<file path="src/rtl/imem_loader.sv">
`default_nettype none
// =====================================================================
// Module   : imem_loader
// Purpose  : Loads a program into the instruction RAM from a UART byte
//            stream (length byte, then big-endian words), then hands the
//            RAM read port back to the CPU and releases cpu_run.
// Options  : IMEM_LOADER_CHECKSUM_EN - expect a trailing XOR checksum
//            byte covering the length byte and every data byte.
// Revision : 1.0 - initial release
// =====================================================================
module imem_loader #(
  parameter int ADDR_W      = 8,
  parameter int DATA_W      = 24,
  parameter int ACK_TIMEOUT = 4
) (
  input  logic              clk,
  input  logic              rst_n,
  input  logic              start,
  input  logic [7:0]        rx_data,
  input  logic              rx_valid,
  output logic              rx_ready,
  input  logic [ADDR_W-1:0] cpu_addr,
  output logic              ram_we,
  output logic [ADDR_W-1:0] ram_addr,
  output logic [DATA_W-1:0] ram_wdata,
  input  logic              ram_ack,
  output logic              cpu_run,
  output logic              load_busy,
  output logic              load_done,
  output logic              load_err,
  output logic [ADDR_W:0]   words_loaded
);

  localparam int BPW = DATA_W / 8;
  localparam int BCW = (BPW > 1) ? $clog2(BPW) : 1;
  localparam int TCW = (ACK_TIMEOUT > 1) ? $clog2(ACK_TIMEOUT) : 1;
  localparam logic [BCW-1:0] LAST_BYTE = BCW'(BPW - 1);
  localparam logic [TCW-1:0] LAST_WAIT = TCW'(ACK_TIMEOUT - 1);

  typedef enum logic [2:0] {
    S_IDLE  = 3'd0,
    S_LEN   = 3'd1,
    S_BYTE  = 3'd2,
    S_WRITE = 3'd3,
    S_WACK  = 3'd4,
    S_CSUM  = 3'd5,
    S_DONE  = 3'd6,
    S_ERR   = 3'd7
  } state_t;

  state_t             state_q, state_d;
  logic [ADDR_W:0]    len_q, len_d;
  logic [BCW-1:0]     byte_cnt_q, byte_cnt_d;
  logic [TCW-1:0]     tmo_cnt_q, tmo_cnt_d;
  logic [ADDR_W-1:0]  ptr_q, ptr_d;
  logic [ADDR_W:0]    words_loaded_q, words_loaded_d;
  logic [DATA_W-1:0]  ram_wdata_q, ram_wdata_d;
  logic               cpu_run_q, cpu_run_d;
  logic               load_busy_q, load_busy_d;
  logic               load_err_q, load_err_d;
`ifdef IMEM_LOADER_CHECKSUM_EN
  logic [7:0]         csum_q, csum_d;
`endif

  logic               xfer;
  logic [ADDR_W:0]    words_inc;

  // Byte handshake is only offered while the FSM is collecting stream bytes
  always_comb begin
    rx_ready = (state_q == S_LEN) || (state_q == S_BYTE) || (state_q == S_CSUM);
  end

  assign xfer         = rx_valid & rx_ready;
  assign words_inc    = words_loaded_q + 1'b1;
  assign ram_we       = (state_q == S_WRITE);
  assign load_done    = (state_q == S_DONE);
  assign ram_addr     = load_busy_q ? ptr_q : cpu_addr;
  assign ram_wdata    = ram_wdata_q;
  assign cpu_run      = cpu_run_q;
  assign load_busy    = load_busy_q;
  assign load_err     = load_err_q;
  assign words_loaded = words_loaded_q;

  // Next-state and datapath update for the load sequencer
  always_comb begin
    state_d        = state_q;
    len_d          = len_q;
    byte_cnt_d     = byte_cnt_q;
    tmo_cnt_d      = tmo_cnt_q;
    ptr_d          = ptr_q;
    words_loaded_d = words_loaded_q;
    ram_wdata_d    = ram_wdata_q;
    cpu_run_d      = cpu_run_q;
    load_busy_d    = load_busy_q;
    load_err_d     = load_err_q;
`ifdef IMEM_LOADER_CHECKSUM_EN
    csum_d         = csum_q;
`endif

    case (state_q)
      S_IDLE: begin
        if (start) begin
          state_d        = S_LEN;
          cpu_run_d      = 1'b0;
          load_busy_d    = 1'b1;
          load_err_d     = 1'b0;
          words_loaded_d = '0;
          ptr_d          = '0;
          byte_cnt_d     = '0;
        end
      end

      S_LEN: begin
        if (xfer) begin
          // A zero length byte stands for a full-depth load
          if (rx_data == 8'd0) begin
            len_d = {1'b1, {ADDR_W{1'b0}}};
          end else begin
            len_d = (ADDR_W+1)'(rx_data);
          end
`ifdef IMEM_LOADER_CHECKSUM_EN
          csum_d = rx_data;
`endif
          state_d = S_BYTE;
        end
      end

      S_BYTE: begin
        if (xfer) begin
          // Bytes arrive MSB first, so shift left and append
          ram_wdata_d = (ram_wdata_q << 8) | DATA_W'(rx_data);
`ifdef IMEM_LOADER_CHECKSUM_EN
          csum_d = csum_q ^ rx_data;
`endif
          if (byte_cnt_q == LAST_BYTE) begin
            byte_cnt_d = '0;
            state_d    = S_WRITE;
          end else begin
            byte_cnt_d = byte_cnt_q + 1'b1;
          end
        end
      end

      S_WRITE: begin
        tmo_cnt_d = '0;
        state_d   = S_WACK;
      end

      S_WACK: begin
        // An ack in the final allowed cycle still wins over the timeout
        if (ram_ack) begin
          words_loaded_d = words_inc;
          ptr_d          = ptr_q + 1'b1;
          if (words_inc == len_q) begin
`ifdef IMEM_LOADER_CHECKSUM_EN
            state_d = S_CSUM;
`else
            state_d = S_DONE;
`endif
          end else begin
            state_d = S_BYTE;
          end
        end else if (tmo_cnt_q == LAST_WAIT) begin
          state_d = S_ERR;
        end else begin
          tmo_cnt_d = tmo_cnt_q + 1'b1;
        end
      end

`ifdef IMEM_LOADER_CHECKSUM_EN
      S_CSUM: begin
        if (xfer) begin
          state_d = (rx_data == csum_q) ? S_DONE : S_ERR;
        end
      end
`endif

      S_DONE: begin
        load_busy_d = 1'b0;
        cpu_run_d   = 1'b1;
        state_d     = S_IDLE;
      end

      S_ERR: begin
        // CPU stays halted after a failed load
        load_err_d  = 1'b1;
        load_busy_d = 1'b0;
        state_d     = S_IDLE;
      end

      default: begin
        state_d = S_IDLE;
      end
    endcase
  end

  // State and registered outputs; reset leaves the CPU running from word 0
  always_ff @(posedge clk or negedge rst_n) begin
    if (!rst_n) begin
      state_q        <= S_IDLE;
      len_q          <= '0;
      byte_cnt_q     <= '0;
      tmo_cnt_q      <= '0;
      ptr_q          <= '0;
      words_loaded_q <= '0;
      ram_wdata_q    <= '0;
      cpu_run_q      <= 1'b1;
      load_busy_q    <= 1'b0;
      load_err_q     <= 1'b0;
`ifdef IMEM_LOADER_CHECKSUM_EN
      csum_q         <= '0;
`endif
    end else begin
      state_q        <= state_d;
      len_q          <= len_d;
      byte_cnt_q     <= byte_cnt_d;
      tmo_cnt_q      <= tmo_cnt_d;
      ptr_q          <= ptr_d;
      words_loaded_q <= words_loaded_d;
      ram_wdata_q    <= ram_wdata_d;
      cpu_run_q      <= cpu_run_d;
      load_busy_q    <= load_busy_d;
      load_err_q     <= load_err_d;
`ifdef IMEM_LOADER_CHECKSUM_EN
      csum_q         <= csum_d;
`endif
    end
  end

endmodule
`default_nettype wire
</file>
<file path="config.mk">
export PLATFORM = sky130hd
export DESIGN_NAME = imem_loader
export DESIGN_NICKNAME = d
export VERILOG_FILES = /design/src/rtl/imem_loader.sv
export SDC_FILE = /design/constraint.sdc
export NUM_CORES = 1
export LEC_CHECK = 0
export ABC_AREA = 1
export BUFFER_PORTS_ARGS = -buffer_cell sky130_fd_sc_hd__buf_4
export CORE_MARGIN = 10
export CORE_UTILIZATION = 50
export DETAILED_ROUTE_END_ITERATION = 8
export PLACE_DENSITY = 0.75
export SYNTH_ARGS = -nofsm -noshare
export SYNTH_HDL_FRONTEND = slang
export SYNTH_SLANG_ARGS = --single-unit
</file>
<file path="constraint.sdc">
create_clock -name clk -period 4 [get_ports clk]
set_input_delay 0.6 -clock clk [delete_from_list [all_inputs] [get_ports clk]]
set_output_delay 0.6 -clock clk [all_outputs]
set_load 0.05 [all_outputs]
</file>
==> Implementation_results.wiki, run 1 <==
{| class="wikitable"
! Metric !! Value
|-
| Result of the run || finished clean
|-
| Total power divided by cell area || 829 nW/µm²
|-
| Final routed wire length divided by cell count || 14.3 µm
|-
| Syn Inst Count || 346
|-
| Relative slew slack || 0.501
|-
| Number of warnings reported in the yosys synthesis log || 0
|-
| Signed area change from the synthesized netlist to the final layout || 24.3%
|-
| Buffer count from post-CTS setup fixing || 0
|-
| Post-layout instance count excluding filler cells || 498
|-
| Number of nets in the synthesized netlist || 370
|-
| Number of primary I/O pins || 68
|-
| Post-DP HPWL || 5280 µm
|-
| Total placed instance area || 3600 µm²
|-
| CTS tree || yes
|-
| Crit share post-route || 0.508
|-
| Worst clock skew on the final layout || 6.58 ps
|-
| Minimum hold slack || 328 ps
|-
| Diode insertion count for antenna repair || 0
|-
| Initial DRC count || 123
|-
| Post-Place Setup Slack || 2320 ps
|-
| Top fanout value on the critical path || 7
|-
| Remaining routing DRC violations || 0
|-
| Clock share of power || 0.155
|-
| Die span in y || 97.9 µm
|-
| Pleak || 1.93 nW
|-
| Post-placement cell count || 482
|-
| Cts-stage hold buffer count || 0
|-
| Initial core utilization || 0.512
|-
| Routed Wire Length || 7120 µm
|-
| Clock sink count || 60
|-
| Detailed-routing iteration count for the pre-antenna-repair pass || 5
|-
| Top cell type's share of synthesized area || 0.487
|-
| Synthesis-stage register bit count || 60
|-
| CP startpoint kind || flip-flop
|-
| Core Box Area || 5920 µm²
|-
| Via count of the first global-routing pass || 2544
|-
| Overall die area || 9580 µm²
|-
| CTS Buf Count || 9
|-
| Worst Setup Path Type || flip-flop to output port
|-
| Top cell type by total area after synthesis || sky130_fd_sc_hd__dfrtp_1
|-
| Final hold violation count || 0
|-
| Layout fillers || 509
|-
| Net Sw Frac || 0.493
|-
| Aggregate negative setup slack || 0 ps
|-
| Type of element capturing the critical path || output port
|-
| Combinational share of power || 0.527
|-
| Total power after layout || 3.13 mW
|-
| Num rows || 28
|-
| Minimum setup slack in the final design || 1970 ps
|-
| Final cell utilization of the core || 0.637
|-
| Actual slew at the worst max-slew pin || 749 ps
|-
| Top post-synthesis cells by area || sky130_fd_sc_hd__dfrtp_1, sky130_fd_sc_hd__nand2_1, sky130_fd_sc_hd__inv_1
|-
| Required @ worst endpoint || 3400 ps
|-
| Clock transition at path regs || 70 ps
|-
| Combined global-route utilization of all metal layers || 0.151
|-
| Antenna-violating nets left || 0
|-
| Number of H-tree branching levels || 3
|-
| Internal power of the cells || 1.59 mW
|-
| Synthesized cell area || 3030 µm²
|-
| Via Count || 2555
|-
| Count of input and output buffers || 67
|-
| Count of endpoints failing setup in the final report || 0
|-
| Worst Path Arrival || 1430 ps
|-
| Maximum frequency from static timing analysis || 0.492 GHz
|-
| Power dissipated by switching net loads || 1.54 mW
|-
| Clock root buffer || sky130_fd_sc_hd__clkbuf_8
|-
| Net count of the finished layout || 442
|-
| Maximum number of pins on one net before global-route repair || 61
|-
| Share of the yosys chip area belonging to registers || 0.495
|-
| Synthesized area per cell || 8.77 µm²
|-
| Shortest clock period the worst path allows after layout || 2030 ps
|-
| Detailed-route vias per instance || 5.13
|-
| Clk_lat worst skew || 340 ps
|-
| Number of distinct standard cells referenced by the synthesized netlist || 35
|-
| Final estimated routing congestion in global placement || 0.865
|-
| Peak supply drop || 0.599 mV
|-
| RSZ-0062 raised after global routing || false
|-
| Count of max-cap constraint violations || 0
|-
| Number of max-slew violations in the final report || 0
|-
| Hold Path Class || input pin to asynchronous set/reset pin
|-
| Finished Cell Area || 3770 µm²
|-
| Layout cells sized above 1 || 0.281
|-
| Share of total power in sequential cells || 0.318
|-
| Floorplan die width || 97.9 µm
|-
| Clock Tree Buf Depth || 2
|-
| Number of antenna violations at the first check in global routing || 0
|-
| Aggregate global routing overflow || 0
|-
| Number of instances resized during post-cts repair || 0
|-
| Wire length of the first global-routing pass || 12100 µm
|}
-- power by group through the flow --
stage	Combinational [mW]	Clock, mW	Sequential, mW
after floorplan	0.782	0	1.41
after global placement	1.63	0	0.993
after detailed placement	1.66	0	1.00
after CTS	1.67	0.495	0.995
after global routing	1.78	0.520	1.02
final	1.65	0.484	0.994
-- state kept, by name, indices dropped and copies added (netlist names) --
| register | flops |
|---|---|
| byte_cnt_q | 2 |
| cpu_run | 1 |
| len_q | 9 |
| load_busy | 1 |
| load_err | 1 |
| ptr_q | 8 |
| ram_wdata | 24 |
| state_q | 3 |
| tmo_cnt_q | 2 |
| words_loaded | 9 |
-- worst max-delay path: stages, from the launching register on --
cell and delay (ps):
sky130_fd_sc_hd__dfrtp_1 490, sky130_fd_sc_hd__nor2_2 140, sky130_fd_sc_hd__inv_2 80, sky130_fd_sc_hd__o21ai_0 160, sky130_fd_sc_hd__buf_4 230
-- cell usage after synthesis, drive strengths merged --
master,instances
o41ai,1
mux2,14
o22ai,6
o2111ai,1
clkbuf,1
inv,49
o21ai,42
nand3b,3
o31ai,1
dfstp,1
or2,1
nor4,2
dfrtp,59
nor3,4
a21oi,7
nand3,18
buf,5
a31oi,1
nor2,24
a21boi,1
ha,3
nand4,5
clkinv,1
nand2,96
-- metal layers --
layer  track usage  wire length, µm  vias to the layer above
li1              -                -                     1281
met1         0.186             3080                     1192
met2         0.240             3460                       75
met3        0.0409              484                        7
met4        0.0671               85                        0
met5             0                0                        -
-- layout by cell type, fill, tap and decap left out, types with 10 or more instances in the layout --
cell type and count:
sky130_fd_sc_hd__buf_4 67, sky130_fd_sc_hd__clkbuf_8 10, sky130_fd_sc_hd__dfrtp_1 59, sky130_fd_sc_hd__inv_1 45, sky130_fd_sc_hd__mux2_4 10, sky130_fd_sc_hd__nand2_1 88
sky130_fd_sc_hd__nand3_1 17, sky130_fd_sc_hd__nor2_1 17, sky130_fd_sc_hd__o21ai_0 15, sky130_fd_sc_hd__o21ai_1 27
-- cells by family (layout without fill, tap and decap cells) --
| logic type | after synthesis | count (layout) | synth area share |
|---|---|---|---|
| AND/OR/NAND/NOR | 153 | 153 | 0.247 |
| AO/OA/AOI/OAI | 60 | 60 | 0.106 |
| flip-flops | 60 | 60 | 0.495 |
| buffers and inverters | 56 | 133 | 0.0750 |
| multiplexers | 14 | 14 | 0.0643 |
| adder cells (fa/ha/maj) | 3 | 3 | 0.0124 |
-- cell type report --
class / instances / area (µm²) / share of cell area
clock buffer: 10 / 138 / 0.0365
multi-input combinational: 230 / 1300 / 0.346
clock inverter: 6 / 38.8 / 0.0103
inverter: 50 / 193 / 0.0511
timing repair buffer: 67 / 503 / 0.133
sequential: 60 / 1500 / 0.398
tap: 75 / 93.8 / 0.0249
-- path summary, 6_finish.rpt --
path                                       from         endpoint  slack [ps]  depth (start not counted)
worst min-delay path                      rst_n    ram_wdata[17]         330                          1
max in group asynchronous                 rst_n  words_loaded[6]        3180                          1
worst max-delay path                 state_q[2]         rx_ready        1970                          4
worst max register to register  words_loaded[0]       state_q[2]        2270                         11
min in group clk                     rx_data[2]         len_q[8]         470                          2
worst min register to register          cpu_run          cpu_run         490                          2
Note: power is estimated with default switching activity, not from simulation.
==> run 2, diff against run 1 <==
--- a/config.mk
+++ b/config.mk
@@ -8,9 +8,9 @@
 export ABC_AREA = 1
 export BUFFER_PORTS_ARGS = -buffer_cell sky130_fd_sc_hd__buf_4
 export CORE_MARGIN = 10
-export CORE_UTILIZATION = 50
+export CORE_UTILIZATION = 49
 export DETAILED_ROUTE_END_ITERATION = 8
-export PLACE_DENSITY = 0.75
+export PLACE_DENSITY = 0.76
 export SYNTH_ARGS = -nofsm -noshare
 export SYNTH_HDL_FRONTEND = slang
 export SYNTH_SLANG_ARGS = --single-unit
==> constraint.sdc (replaced) <==
create_clock -name clk -period 1.8 [get_ports clk]
set_input_delay 0.27 -clock clk [delete_from_list [all_inputs] [get_ports clk]]
set_output_delay 0.27 -clock clk [all_outputs]
set_load 0.05 [all_outputs]
==> run 2 against run 1 <==
Effect of this change: cell area grew 0.53%; largest cell class unchanged; sequential power rose by 120%; register-to-register slack got worse by 2100 ps; sequential share of layout area down 0.18 points; clock skew grew 1.9 ps; setup slack got worse by 1900 ps; via count is 0.86% lower; combinational power grew 130%; routed wire length up 0.56%; global-route usage rose by 0.36 points; clock-buffer cell count did not move; highest routed layer unchanged; hold slack worse by 340 ps; the flow now finishes with violations (negative hold slack).
==> Implementation_results.wiki, run 2 (synthesized netlist as in run 1, its figures left out) <==
{| class="wikitable"
! Metric !! Value
|-
| Buffer count from post-CTS setup fixing || 0 (unchanged)
|-
| Count of max-cap constraint violations || 0 (unchanged)
|-
| CTS tree || yes
|-
| Actual slew at the worst max-slew pin || 750 ps (+1.26 ps)
|-
| Routed Wire Length || 7160 µm (+0.56%)
|-
| Initial core utilization || 0.509 (-0.00301)
|-
| Final routed wire length divided by cell count || 14.3 µm (+0.16%)
|-
| Net Sw Frac || 0.494 (+0.00144)
|-
| Number of max-slew violations in the final report || 0 (unchanged)
|-
| Peak supply drop || 1.31 mV (+120%)
|-
| Final estimated routing congestion in global placement || 0.861 (-0.45%)
|-
| Worst setup slack for register-to-register paths || 180 ps (-2090 ps)
|-
| Most used cells in the layout excluding fill and tap cells || sky130_fd_sc_hd__nand2_1, sky130_fd_sc_hd__buf_4, sky130_fd_sc_hd__dfrtp_1, sky130_fd_sc_hd__inv_1, sky130_fd_sc_hd__o21ai_1
|-
| Count of input and output buffers || 67 (unchanged)
|-
| Clock root buffer || sky130_fd_sc_hd__clkbuf_8
|-
| Count of endpoints failing setup in the final report || 0 (unchanged)
|-
| Buf/Inv on CP || 2 (unchanged)
|-
| Number of antenna violations at the first check in global routing || 0 (unchanged)
|-
| Clk_lat worst skew || 340 ps (about the same)
|-
| Aggregate negative setup slack || 0 ps (unchanged)
|-
| Most frequent standard cell in the layout excluding fill and tap cells || sky130_fd_sc_hd__nand2_1
|-
| Post-placement cell count || 484 (+0.41%)
|-
| Finished Cell Area || 3790 µm² (+0.53%)
|-
| Crit path max-delay family || flip-flops
|-
| Violations in the final reports || negative hold slack
|-
| Number of flip-flops in the largest register || 24 (unchanged)
|-
| RSZ-0062 raised after global routing || false
|-
| Worst Path Arrival || 1430 ps (about the same)
|-
| Result of the run || finished with violations
|-
| Maximum number of pins on one net before global-route repair || 61 (unchanged)
|-
| Overall die area || 9740 µm² (+1.6%)
|-
| Number of H-tree branching levels || 3 (unchanged)
|-
| Cell count of the worst reg-to-reg path || 10 (-1)
|-
| Power dissipated by switching net loads || 3.43 mW (+120%)
|-
| Combined global-route utilization of all metal layers || 0.154 (+0.00360)
|-
| Crit path cell chain || nor2_2 -> inv_2 -> o21ai_1 -> buf_4
|-
| Setup crit start || state_q[2]
|-
| Crit share post-route || 0.946
|-
| Via Count || 2533 (-0.86%)
|-
| Required @ worst endpoint || 1530 ps (-1870 ps)
|-
| CTS Buf Count || 9 (unchanged)
|-
| Initial DRC count || 142 (+15%)
|-
| Via count of the first global-routing pass || 2599 (+2.2%)
|-
| Source of the worst register-to-register timing path || state_q[1]
|-
| Combinational share of power || 0.537 (+0.010)
|-
| Wire length of the first global-routing pass || 12500 µm (+2.8%)
|-
| Net count of the finished layout || 445 (+0.68%)
|-
| Maximum frequency from static timing analysis || 0.587 GHz
|-
| Floorplan die width || 98.7 µm (+0.81%)
|-
| Aggregate global routing overflow || 0 (unchanged)
|-
| Worst clock skew on the final layout || 8.45 ps (+1.86 ps)
|-
| Number of primary I/O pins || 68 (unchanged)
|-
| Post-layout instance count excluding filler cells || 500 (+0.40%)
|-
| Crit path depth || 4 (unchanged)
|-
| Share of total power in sequential cells || 0.320 (+0.002)
|-
| Layout cells sized above 1 || 0.287 (+0.00573)
|-
| Top fanout value on the critical path || 7 (unchanged)
|-
| Minimum hold slack || -13.3 ps (-342 ps)
|-
| Remaining routing DRC violations || 0 (unchanged)
|-
| Worst stage delay on the critical path || 490 ps (about the same)
|-
| Total placed instance area || 3610 µm² (+0.42%)
|-
| Worst Setup Path Type || flip-flop to output port
|-
| End of the worst register-to-register path || ptr_q[4]
|-
| Post-DP HPWL || 5360 µm (+1.6%)
|-
| Type of element capturing the critical path || output port
|-
| CP startpoint kind || flip-flop
|-
| Detailed-routing iteration count for the pre-antenna-repair pass || 4 (-1)
|-
| Core Box Area || 5960 µm² (+0.59%)
|-
| Pleak || 1.91 nW (-0.60%)
|-
| Relative slew slack || 0.500 (-0.000837)
|-
| Clock sink count || 60 (unchanged)
|-
| Clock Tree Buf Depth || 2 (unchanged)
|-
| Num rows || 28 (unchanged)
|-
| Shortest clock period the worst path allows after layout || 1700 ps
|-
| Diode insertion count for antenna repair || 0 (unchanged)
|-
| Die span in y || 98.7 µm (+0.81%)
|-
| Final hold violation count || 12 (+12)
|-
| Detailed-route vias per instance || 5.07 (-1.3%)
|-
| Clock share of power || 0.143 (-0.012)
|-
| Number of instances resized during post-cts repair || 0 (unchanged)
|-
| Clock transition at path regs || 70 ps (about the same)
|-
| Total power divided by cell area || 1830 nW/µm² (+120%)
|-
| Internal power of the cells || 3.51 mW (+120%)
|-
| Cts-stage hold buffer count || 0 (unchanged)
|-
| Hold Path Class || input pin to asynchronous set/reset pin
|-
| Signed area change from the synthesized netlist to the final layout || 25.0%
|-
| Antenna-violating nets left || 0 (unchanged)
|-
| Max stage delay cell, worst path || sky130_fd_sc_hd__dfrtp_1
|}
[run 2: cell count changes in the layout (fill, tap and decap cells not counted), sizes merged]
| cell | change |
|---|---|
| buf | +2 |
| clkinvlp | +2 |
| inv | -2 |
[run 2: area by class of cell]
| cell class | instances | area, µm² |
|---|---|---|
| clock buffer | 10 | 128 |
| clock inverter | 5 | 30.0 |
| fill | 533 | 2160 |
| inverter | 50 | 199 |
| multi-input combinational | 230 | 1310 |
| sequential | 60 | 1500 |
| tap | 75 | 93.8 |
| timing repair buffer | 69 | 518 |
| timing repair inverter | 1 | 7.51 |
[run 2: power groups by stage]
stage	Sequential (mW)	Clock (mW)	Combinational, mW
floorplan	3.14	0	1.75
global placement	2.20	0	3.66
detailed placement	2.22	0	3.73
CTS	2.20	1.03	3.74
global route	2.30	1.09	4.02
finish	2.22	0.992	3.72
[run 2: how the worst max path moves through the flow]
stage                          endpoint
final                          rx_ready
after detailed placement  byte_cnt_q[0]
after global routing         state_q[2]
after CTS                   ram_addr[0]
after floorplan             ram_addr[2]
after global placement         ptr_q[4]
[run 2: stage by stage]
step / power (mW) / util / setup WS [ps]
2_1_floorplan: 4.89 / - / -246
3_3_place_gp: 5.86 / 0.606 / 202
3_5_place_dp: 5.95 / 0.606 / 134
4_1_cts: 6.97 / 0.633 / 31.0
5_1_grt: 7.40 / 0.637 / 0.999
6_report: 6.94 / 0.637 / 97.4
[run 2: routing by layer]
| layer | vias up | share of wire | GRT usage |
|---|---|---|---|
| li1 | 1284 | - | - |
| met1 | 1171 | 0.46 | 0.194 |
| met2 | 68 | 0.46 | 0.240 |
| met3 | 10 | 0.070 | 0.0587 |
| met4 | 0 | 0.014 | 0.0496 |
| met5 | - | 0 | 0 |
